[config.mk]
export PLATFORM = sky130hd
export DESIGN_NAME = riscv_wb_arbiter_flat
export DESIGN_NICKNAME = d
export VERILOG_FILES = /design/src/rtl/riscv_wb_arbiter_if.sv /design/src/rtl/riscv_wb_arbiter.sv /design/src/flat_wrapper.sv
export SDC_FILE = /design/constraint.sdc
export NUM_CORES = 1
export LEC_CHECK = 0
export BUFFER_PORTS_ARGS = -buffer_cell sky130_fd_sc_hd__buf_4
export CORE_MARGIN = 2
export CORE_UTILIZATION = 55
export DETAILED_ROUTE_END_ITERATION = 6
export PLACE_DENSITY = 0.76
export SYNTH_ARGS = -nofsm -noshare
export SYNTH_HDL_FRONTEND = slang
export SYNTH_SLANG_ARGS = --single-unit
[constraint.sdc]
create_clock -name clk -period 3.1 [get_ports clk]
set_clock_uncertainty 0.2 [all_clocks]
set_input_delay 0.465 -clock clk [delete_from_list [all_inputs] [get_ports clk]]
set_output_delay 0.465 -clock clk [all_outputs]
set_load 0.1 [all_outputs]
[src/rtl/riscv_wb_arbiter_if.sv]
// ---------------------------------------------------------------------------
// riscv_wb_arbiter_if
//   Bundles the writeback-arbiter signals. These are the two result lanes
//   from the dual-issue core, the shared register-file write port and the
//   two hazard-query ports used by issue logic.
//
//   slave  : the arbiter side. Lanes and query addresses are inputs.
//            in_ready, the write port and the pend flags are outputs.
//   master : the producer/consumer side, which is the mirror image.
// ---------------------------------------------------------------------------
interface riscv_wb_arbiter_if #(
    parameter int XLEN = 32
);
    // Lane A (older) and lane B (younger) results
    logic            a_valid;
    logic [4:0]      a_rd;
    logic [XLEN-1:0] a_data;
    logic            b_valid;
    logic [4:0]      b_rd;
    logic [XLEN-1:0] b_data;
    logic            in_ready;

    // Register-file write port
    logic            wr_en;
    logic [4:0]      wr_addr;
    logic [XLEN-1:0] wr_data;

    // Hazard queries
    logic [4:0]      q0_addr;
    logic            q0_pend;
    logic [4:0]      q1_addr;
    logic            q1_pend;

    modport slave (
        input  a_valid, a_rd, a_data, b_valid, b_rd, b_data,
        input  q0_addr, q1_addr,
        output in_ready, wr_en, wr_addr, wr_data, q0_pend, q1_pend
    );

    modport master (
        output a_valid, a_rd, a_data, b_valid, b_rd, b_data,
        output q0_addr, q1_addr,
        input  in_ready, wr_en, wr_addr, wr_data, q0_pend, q1_pend
    );
endinterface

[src/rtl/riscv_wb_arbiter.sv]
// ---------------------------------------------------------------------------
// riscv_wb_arbiter
//   Shares the single register-file write port between the two writeback
//   lanes of a dual-issue core. Accepted results enter a small in-order
//   circular FIFO in lane order, with A before B. One result is drained
//   per cycle. Pending destinations can be queried so issue logic can
//   stall on RAW hazards.
//
//   Ports
//     clk    : clock, rising edge
//     rst_n  : asynchronous active-low reset
//     bus    : riscv_wb_arbiter_if.slave, which carries the lane inputs,
//              in_ready, the regfile write port and the hazard queries
//
//   Parameters
//     DEPTH  : FIFO entries, a power of two and >= 2
//     XLEN   : data width
// ---------------------------------------------------------------------------
module riscv_wb_arbiter #(
    parameter int DEPTH = 4,
    parameter int XLEN  = 32
) (
    input  logic                  clk,
    input  logic                  rst_n,
    riscv_wb_arbiter_if.slave     bus
);
    localparam int PW = $clog2(DEPTH);
    localparam int CW = PW + 1;

    logic [4:0]      rd_q    [DEPTH];
    logic [XLEN-1:0] data_q  [DEPTH];
    logic [DEPTH-1:0] valid_q;

    logic [PW-1:0]   wr_ptr_q, wr_ptr_d;
    logic [PW-1:0]   rd_ptr_q, rd_ptr_d;
    logic [CW-1:0]   count_q,  count_d;

    logic            in_ready;
    logic            a_acc, b_acc, pop;
    logic [PW-1:0]   slot_a, slot_b;

    // Next-state and acceptance logic.
    // in_ready guarantees at least two free slots. Because of that, a push
    // can never land on the head entry that is being popped in the same cycle.
    always_comb begin
        in_ready = (count_q <= CW'(DEPTH - 2));
        a_acc    = bus.a_valid && in_ready && (bus.a_rd != 5'd0);
        b_acc    = bus.b_valid && in_ready && (bus.b_rd != 5'd0);
        pop      = (count_q != '0);

        slot_a   = wr_ptr_q;
        // B takes the next slot only when A actually consumed wr_ptr
        slot_b   = a_acc ? (wr_ptr_q + PW'(1)) : wr_ptr_q;

        wr_ptr_d = wr_ptr_q + PW'(a_acc) + PW'(b_acc);
        rd_ptr_d = rd_ptr_q + PW'(pop);
        count_d  = count_q + CW'(a_acc) + CW'(b_acc) - CW'(pop);
    end

    always_ff @(posedge clk or negedge rst_n) begin
        if (!rst_n) begin
            wr_ptr_q <= '0;
            rd_ptr_q <= '0;
            count_q  <= '0;
        end else begin
            wr_ptr_q <= wr_ptr_d;
            rd_ptr_q <= rd_ptr_d;
            count_q  <= count_d;
        end
    end

    // Entry storage. The pop-clear comes first so that a push to a freshly
    // freed slot wins.
    always_ff @(posedge clk or negedge rst_n) begin
        if (!rst_n) begin
            valid_q <= '0;
            for (int i = 0; i < DEPTH; i++) begin
                rd_q[i]   <= '0;
                data_q[i] <= '0;
            end
        end else begin
            if (pop) begin
                valid_q[rd_ptr_q] <= 1'b0;
            end
            if (a_acc) begin
                rd_q[slot_a]    <= bus.a_rd;
                data_q[slot_a]  <= bus.a_data;
                valid_q[slot_a] <= 1'b1;
            end
            if (b_acc) begin
                rd_q[slot_b]    <= bus.b_rd;
                data_q[slot_b]  <= bus.b_data;
                valid_q[slot_b] <= 1'b1;
            end
        end
    end

    // Hazard match per entry. The head that is being written still counts
    // as pending. Same-cycle enqueues are not visible here.
    logic [DEPTH-1:0] hit0, hit1;
    generate
        for (genvar gi = 0; gi < DEPTH; gi++) begin : g_hit
            assign hit0[gi] = valid_q[gi] && (rd_q[gi] == bus.q0_addr);
            assign hit1[gi] = valid_q[gi] && (rd_q[gi] == bus.q1_addr);
        end
    endgenerate

    assign bus.in_ready = in_ready;
    assign bus.wr_en    = pop;
    assign bus.wr_addr  = pop ? rd_q[rd_ptr_q]   : 5'd0;
    assign bus.wr_data  = pop ? data_q[rd_ptr_q] : '0;
    assign bus.q0_pend  = (bus.q0_addr != 5'd0) && (|hit0);
    assign bus.q1_pend  = (bus.q1_addr != 5'd0) && (|hit1);

endmodule

[src/flat_wrapper.sv]
// flat-port wrapper written by rule: the top's interface ports become plain ports
module riscv_wb_arbiter_flat 
#(
    parameter int DEPTH = 4,
    parameter int XLEN  = 32
)
  (clk, rst_n, bus_a_valid, bus_a_rd, bus_a_data, bus_b_valid, bus_b_rd, bus_b_data, bus_q0_addr, bus_q1_addr, bus_in_ready, bus_wr_en, bus_wr_addr, bus_wr_data, bus_q0_pend, bus_q1_pend);
  riscv_wb_arbiter_if #(.XLEN(XLEN)) bus_i ();
  input  logic clk;
  input  logic rst_n;
  input wire logic [$bits(bus_i.a_valid)-1:0] bus_a_valid;
  input wire logic [$bits(bus_i.a_rd)-1:0] bus_a_rd;
  input wire logic [$bits(bus_i.a_data)-1:0] bus_a_data;
  input wire logic [$bits(bus_i.b_valid)-1:0] bus_b_valid;
  input wire logic [$bits(bus_i.b_rd)-1:0] bus_b_rd;
  input wire logic [$bits(bus_i.b_data)-1:0] bus_b_data;
  input wire logic [$bits(bus_i.q0_addr)-1:0] bus_q0_addr;
  input wire logic [$bits(bus_i.q1_addr)-1:0] bus_q1_addr;
  output wire logic [$bits(bus_i.in_ready)-1:0] bus_in_ready;
  output wire logic [$bits(bus_i.wr_en)-1:0] bus_wr_en;
  output wire logic [$bits(bus_i.wr_addr)-1:0] bus_wr_addr;
  output wire logic [$bits(bus_i.wr_data)-1:0] bus_wr_data;
  output wire logic [$bits(bus_i.q0_pend)-1:0] bus_q0_pend;
  output wire logic [$bits(bus_i.q1_pend)-1:0] bus_q1_pend;
  assign bus_i.a_valid = bus_a_valid;
  assign bus_i.a_rd = bus_a_rd;
  assign bus_i.a_data = bus_a_data;
  assign bus_i.b_valid = bus_b_valid;
  assign bus_i.b_rd = bus_b_rd;
  assign bus_i.b_data = bus_b_data;
  assign bus_i.q0_addr = bus_q0_addr;
  assign bus_i.q1_addr = bus_q1_addr;
  assign bus_in_ready = bus_i.in_ready;
  assign bus_wr_en = bus_i.wr_en;
  assign bus_wr_addr = bus_i.wr_addr;
  assign bus_wr_data = bus_i.wr_data;
  assign bus_q0_pend = bus_i.q0_pend;
  assign bus_q1_pend = bus_i.q1_pend;
  riscv_wb_arbiter #(.DEPTH(DEPTH), .XLEN(XLEN)) u_core (.clk(clk), .rst_n(rst_n), .bus(bus_i));
endmodule
==> results_dict.tcl, run 1 <==
set metrics [dict create \
    coreArea_sq_um 17840 \
    layout_commonest_cell "mux2_2" \
    final_cell_mix "mux2_2, dfrtp_1, buf_4" \
    port-buffer-count 128 \
    drive_above_1_share_pct 66.91 \
    rsz0062_at_grt "no" \
    crit_fanout 27 \
    drc 0 \
    n_antenna_cell 0 \
    vias 6299 \
    cts_buffer_depth 2 \
    reg2reg_depth 6 \
    avgSynthCellArea_sq_um 14.04 \
    synth_flop_cell "dfrtp_1" \
    grt_pass1_wl_mm 39.01 \
    tritoncts "done" \
    post-route-period-util_pct 94.49 \
    cpMostUsedCell "buf_4" \
    hold_path_class "input pin to flop" \
    drtIter0Drc 198 \
    async_flop_share_pct 100.0 \
    fmax_mhz 341.4 \
    track_usage_pct 26.06 \
    globalRouteOverflowTotal 0 \
    ys_ff_latch 159 \
    relSlewSlack_pct 45.97 \
    wl_per_cell_microns 22.85 \
    cts_setup_buffers 0 \
    synth_area_sq_um 9941 \
    worstPathRequired_ns 2.43 \
    ioPinCount 129 \
    r2r-start "u_core.count_q[1]" \
    path_clk_slew_ns 0.07 \
    status "complete, no violations" \
    postLayoutCellArea_sq_um 11780 \
    final_nets 916 \
    worst_skew_pair.late_latency_ns 0.43 \
    start_util_pct 55.72 \
    clockRootBuffer "clkbuf_16" \
    hold_depth 2 \
    via_per_inst 5.942 \
    ant_nets 0 \
    worst-path-buf-inv 2 \
    period_minus_slack_ns 2.929 \
    min_from "bus_b_data[9]" \
    r2r_end "u_core.data_q[65]" \
    hold_end "u_core.data_q[41]" \
    post_dp_cell_area_sq_um 11200 \
    synth_nets 806 \
    max_stage_delay_ns 0.75 \
    ys_warn_count 0 \
    first_pass_iters 4 \
    yosys.cell_types.count 35 \
    pre_cts_slack_ns 0.07720 \
    grt_pass1_vias 6992 \
    h-tree-depth 4 \
    path_cells "buf_4 > mux4_2 > nor2b_2 > buf_4" \
    area_delta_synth_final_pct 18.49 \
    hold_viol_final 0 \
    maxSlewViolCount 0 \
    final-setup-viol-count 0 \
    wl_mm 24.23 \
    dp_cells 1027 \
    cpMaxStageDelayCell "dfrtp_4" \
    worstPathArrival_ns 2.26 \
    yosysSeqAreaShare_pct 40.03 \
    die_w_microns 138.4 \
    setup_ws_ns 0.1707 \
    final_cells 1060 \
    start_kind "flop" \
    synth-edff-count 0 \
    worstMarginPinSlew_ns 0.8105 \
    clkSinkCount 159 \
    dieArea_sq_um 19170 \
    rows 49 \
    fin_util_pct 66.02 \
    antenna_found_initial 0 \
    dp_hpwl_mm 15.54 \
    worstSetupEndpointType "output port" \
    r2r_setup_slack_ns 0.41 \
    die_h_microns 138.4 \
    cts_buffers 17 \
    critPathKind "flop to output port" \
    num-fill-cells 1317 \
    syn_inst 708 \
    grt_max_degree 50 \
    gp_congestion 0.8624 \
    crit_family "flip-flops" \
    cap_violations 0 \
]
-- stage by stage --
stage / hold slack (ns) / TNS (ns)
after floorplan: -0.03059 / -0.2449
after global placement: 0.2244 / 0
after detailed placement: 0.2366 / 0
after CTS: 0.08028 / 0
after global routing: 0.08452 / 0
final: 0.08659 / 0
-- cell families after synthesis --
kind of cell    count (synthesis)  share of synthesized area, %
compound gates                 13                         1.019
fa+ha+maj                      10                         1.485
mux                           334                         44.88
simple gates                   83                         5.047
buf+inv                        66                         3.751
flops                         159                         40.03
xor+xnor                       43                         3.789
-- state kept, by name, summed over array words and instances (netlist names) --
register,count
u_core.data_q,128
u_core.valid_q,4
u_core.count_q,3
u_core.slot_a,2
u_core.rd_q,20
u_core.rd_ptr_q,2
-- synthesized netlist by cell type (2+ instances only) --
library cell	instances	area [sq um]
nand3_1	14	70.07
nor2_1	6	22.52
buf_4	4	30.03
buf_6	12	135.1
a21o_1	3	22.52
mux2_2	215	2421
o21a_1	2	15.01
dfrtp_1	159	3979
fa_1	3	60.06
nand4_1	2	12.51
xor2_1	33	289.0
xnor2_1	10	87.58
ha_1	7	87.58
buf_1	5	18.77
or3_1	2	12.51
buf_2	16	80.08
inv_1	10	37.54
nor4_1	8	50.05
clkbuf_1	19	71.32
and3_4	4	45.04
mux2_4	76	1141
nor2b_1	37	231.5
nand2_1	5	18.77
a21oi_1	3	15.01
mux4_2	37	833.3
mux2_1	5	56.30
or4_1	3	22.52
-- timing repair --
action,in CTS,in global routing
setup endpoints to repair,7,0
endpoints found under the hold margin,46,0
gates resized for setup,1,0
hold buffers,1,0
-- routing by layer --
layer  GRT usage [%]  share of wire [%]  up-vias
met3           4.572                4.1       44
met1           33.77                 42     3292
met4           7.841                1.8        0
li1                -                  -     2795
met5               0                  0        -
met2           45.08                 52      168
-- worst max path at each step --
stage	start	endpoint	slack [ns]	cells after the start
after floorplan	u_core.rd_ptr_q[0]	bus_wr_addr[4]	-0.1	4
after global placement	bus_a_rd[3]	u_core.count_q[1]	0.16	8
after detailed placement	bus_a_rd[3]	u_core.count_q[1]	0.08	8
after CTS	u_core.rd_ptr_q[1]	bus_wr_data[5]	0.17	4
after global routing	u_core.count_q[2]	bus_wr_data[0]	0.10	4
final	u_core.rd_ptr_q[1]	bus_wr_data[5]	0.17	4
-- final cells by class --
type                       count  area (sq um)  share of cell area, %
clock inverter                14         130.1                  1.105
inverter                      10         41.29                 0.3505
clock buffer                  18         439.2                  3.728
sequential                   159          3984                  33.82
timing repair buffer         147          1185                  10.06
multi-input combinational    483          5713                  48.50
tap                          229         286.5                  2.433
Power of run 1 is not shown: default switching activity piles up to over one toggle a cycle in this logic, so the estimate is an artifact.
==> inputs of run 2 (changes only) <==
- RECOVER_POWER: default -> 25
==> results_dict.tcl, run 2 (synthesis results as in run 1) <==
set metrics [dict create \
    final_nets 916 \
    path_cells "buf_4 > mux4_2 > nor2b_2 > buf_4" \
    largest_reg_flops 128 \
    hold_viol_final 0 \
    wl_per_cell_microns 22.84 \
    rsz0062_at_grt "no" \
    die_w_microns 138.4 \
    fin_util_pct 65.99 \
    port-buffer-count 128 \
    cpMaxStageDelayCell "dfrtp_4" \
    final_cell_mix "mux2_2, dfrtp_1, buf_4" \
    drive_above_1_share_pct 66.91 \
    rows 49 \
    grt_max_degree 50 \
    final-setup-viol-count 0 \
    top_regs "u_core.data_q x128, u_core.rd_q x20, u_core.valid_q x4" \
    drtIter0Drc 198 \
    status "complete, no violations" \
    first_pass_iters 4 \
    hold_depth 2 \
    clkSinkCount 159 \
    ioPinCount 129 \
    top_register "u_core.data_q" \
    globalRouteOverflowTotal 0 \
    period_minus_slack_ns 2.929 \
    coreArea_sq_um 17840 \
    fmax_mhz 341.4 \
    post_dp_cell_area_sq_um 11200 \
    critPathKind "flop to output port" \
    crit_fanout 27 \
    worstSetupEndpointType "output port" \
    post-route-period-util_pct 94.49 \
    die_h_microns 138.4 \
    via_per_inst 5.938 \
    h-tree-depth 4 \
    cap_violations 0 \
    ant_nets 0 \
    hold_end "u_core.data_q[41]" \
    maxSlewViolCount 0 \
    drc 0 \
    clockRootBuffer "clkbuf_16" \
    track_usage_pct 26.06 \
    max_stage_delay_ns 0.75 \
    antenna_found_initial 0 \
    cts_buffers 17 \
    worstPathArrival_ns 2.26 \
    cts_buffer_depth 2 \
    dp_hpwl_mm 15.54 \
    n_antenna_cell 0 \
    cpMostUsedCell "buf_4" \
    dieArea_sq_um 19170 \
    min_from "bus_b_data[9]" \
    r2r_end "u_core.data_q[65]" \
    grt_pass1_wl_mm 39.01 \
    wl_mm 24.21 \
    critPathLaunch "u_core.rd_ptr_q[1]" \
    worst_skew_pair.late_latency_ns 0.43 \
    reg2reg_depth 6 \
    relSlewSlack_pct 13.64 \
    start_kind "flop" \
    vias 6294 \
    r2r-start "u_core.count_q[1]" \
    r2r_setup_slack_ns 0.41 \
    tritoncts "done" \
    start_util_pct 55.72 \
    layout_commonest_cell "mux2_2" \
    area_delta_synth_final_pct 18.43 \
    worstPathRequired_ns 2.43 \
    hold_path_class "input pin to flop" \
    gp_congestion 0.8624 \
    path_clk_slew_ns 0.07 \
    postLayoutCellArea_sq_um 11770 \
    grt_pass1_vias 6992 \
    worstMarginPinSlew_ns 1.295 \
]
[run 2: cell types whose count changed in the layout (fill, tap and decap cells not counted), sizes merged]
cell | before | now
buf | 146 | 145
clkbuf | 18 | 19
[run 2: cell type report]
cell class | instances | area, sq um
clock buffer | 18 | 439.2
clock inverter | 14 | 130.1
fill | 1319 | 6068
inverter | 10 | 41.29
multi-input combinational | 483 | 5713
sequential | 159 | 3984
tap | 229 | 286.5
timing repair buffer | 147 | 1179
[run 2: routing by layer]
layer  share of wire, %  routed length (microns)  track usage, %
met5                  0                        0               0
met4                1.8                      440           7.841
met3                4.2                     1007           4.572
met2                 52                    12520           45.08
met1                 42                    10240           33.77
[run 2: worst max path at each step]
stage	endpoint	slack (ns)	cells after the start
finish	bus_wr_data[5]	0.17	4
global placement	u_core.count_q[1]	0.16	8
global route	bus_wr_data[0]	0.10	4
floorplan	bus_wr_addr[4]	-0.1	4
CTS	bus_wr_data[5]	0.17	4
detailed placement	u_core.count_q[1]	0.08	8
[run 2: timing repair]
item                                    CTS  global route
resized for setup                         1             0
hold buffers                              1             0
hold endpoints to repair                 46             0
setup buffers                             0             0
endpoints found under the setup margin    7             0
[run 2: per-stage QoR]
stage	setup TNS (ns)	instances	hold WS, ns	setup WS [ns]
after floorplan	-0.2449	708	-0.03059	-0.09907
after global placement	0	1027	0.2244	0.1620
after detailed placement	0	1027	0.2366	0.07720
after CTS	0	1060	0.08028	0.1742
after global routing	0	1060	0.08452	0.1041
final	0	1060	0.08661	0.1709
[run 2: critical path, delay by kind of cell, from the launching register on]
family	cells	cell delay, ns
and+or+nand+nor	1	0.17
buffers and inverters	2	0.57
muxes	1	0.33
DFF	1	0.75
Power of run 2 is left out for the same reason.
==> inputs of run 3 (changes only) <==
- clock period: 3.1 -> 3 ns (I/O delays scaled with it)
==> results_dict.tcl, run 3 (synthesis results as in run 1) <==
set metrics [dict create \
    grt_pass1_wl_mm 39.67 \
    clkSinkCount 159 \
    fmax_mhz 348.2 \
    antenna_found_initial 0 \
    globalRouteOverflowTotal 0 \
    final_cell_mix "mux2_2, dfrtp_1, buf_4" \
    critPathKind "flop to output port" \
    path_clk_slew_ns 0.06 \
    largest_reg_flops 128 \
    cts_buffers 17 \
    final_nets 916 \
    maxSlewViolCount 72 \
    top_regs "u_core.data_q x128, u_core.rd_q x20, u_core.valid_q x4" \
    port-buffer-count 128 \
    cts_setup_buffers 0 \
    drc 0 \
    rows 49 \
    cap_violations 1 \
    tritoncts "done" \
    drtIter0Drc 328 \
    track_usage_pct 26.38 \
    top_register "u_core.data_q" \
    area_delta_synth_final_pct 19.04 \
    final-setup-viol-count 0 \
    ant_nets 0 \
    hold_buffers 1 \
    crit_fanout 20 \
    violations "max-capacitance violations, max-slew violations" \
    hold_viol_final 0 \
    hold_path_class "input pin to flop" \
    vias 6329 \
    ioPinCount 129 \
    wl_mm 24.60 \
    fin_util_pct 66.33 \
    dp_hpwl_mm 15.43 \
    post-route-period-util_pct 95.74 \
    start_util_pct 55.72 \
    worst_skew_pair.late_latency_ns 0.42 \
    worstMarginPinSlew_ns 1.929 \
    postLayoutCellArea_sq_um 11830 \
    wl_per_cell_microns 23.20 \
    die_w_microns 138.4 \
    num-fill-cells 1288 \
    h-tree-depth 4 \
    r2r-start "u_core.count_q[1]" \
    via_per_inst 5.971 \
    drive_above_1_share_pct 66.79 \
    clockRootBuffer "clkbuf_16" \
    worstPathRequired_ns 2.35 \
    first_pass_iters 5 \
    period_minus_slack_ns 2.872 \
    rsz0062_at_grt "no" \
    pre_cts_slack_ns 0.01850 \
    cts-resized-gates 0 \
    cts_buffer_depth 2 \
    worstSetupEndpointType "output port" \
    critPathLaunch "u_core.rd_ptr_q[1]" \
    die_h_microns 138.4 \
    status "finished, violations left" \
    setup_ws_ns 0.1278 \
    layout_commonest_cell "mux2_2" \
    worstPathArrival_ns 2.22 \
    grt_max_degree 73 \
    coreArea_sq_um 17840 \
    post_dp_cell_area_sq_um 11220 \
    grt_pass1_vias 7166 \
    n_antenna_cell 0 \
    dieArea_sq_um 19170 \
    gp_congestion 0.8533 \
    holdWs_ns 0.07986 \
    start_kind "flop" \
    relSlewSlack_pct -28.62 \
    min_from "bus_b_data[4]" \
]
-- run 3: metal layers --
metal	routed length [microns]	track usage (%)	up-vias
met5	0	0	-
met1	10400	33.86	3354
met4	193	5.854	0
met2	12960	46.46	150
met3	1049	5.369	18
li1	-	-	2807
-- run 3: final cells by class --
class                           count  area, sq um  area share [%]
Multi-Input combinational cell    483         5720           48.34
Clock inverter                     11        155.1           1.311
Clock buffer                       21        460.4           3.891
Timing Repair Buffer              147         1191           10.07
Inverter                           10        38.79          0.3278
Tap cell                          229        286.5           2.421
Sequential cell                   159         3981           33.64
-- run 3: metrics by stage --
| stage | std cells | setup TNS [ns] |
|---|---|---|
| after floorplan | 708 | -0.4999 |
| after global placement | 1027 | 0 |
| after detailed placement | 1027 | 0 |
| after CTS | 1060 | 0 |
| after global routing | 1060 | 0 |
| final | 1060 | 0 |
-- run 3: path summary, 6_finish.rpt --
kind,cells after the start,to,slack [ns]
min,2,u_core.data_q[36],0.08
max,4,bus_wr_addr[2],0.13
max in group asynchronous,3,u_core.data_q[120],0.39
max reg2reg,6,u_core.data_q[1],0.34
min in group asynchronous,2,u_core.data_q[125],0.88
min reg2reg,1,u_core.valid_q[1],0.37
-- run 3: critical path, cell delays in order (launching register included) --
cell and delay [ns]:
dfrtp_2 0.76, buf_12 0.26, mux4_2 0.33, nor2b_2 0.17, buf_4 0.26
Power of run 3 is left out for the same reason.
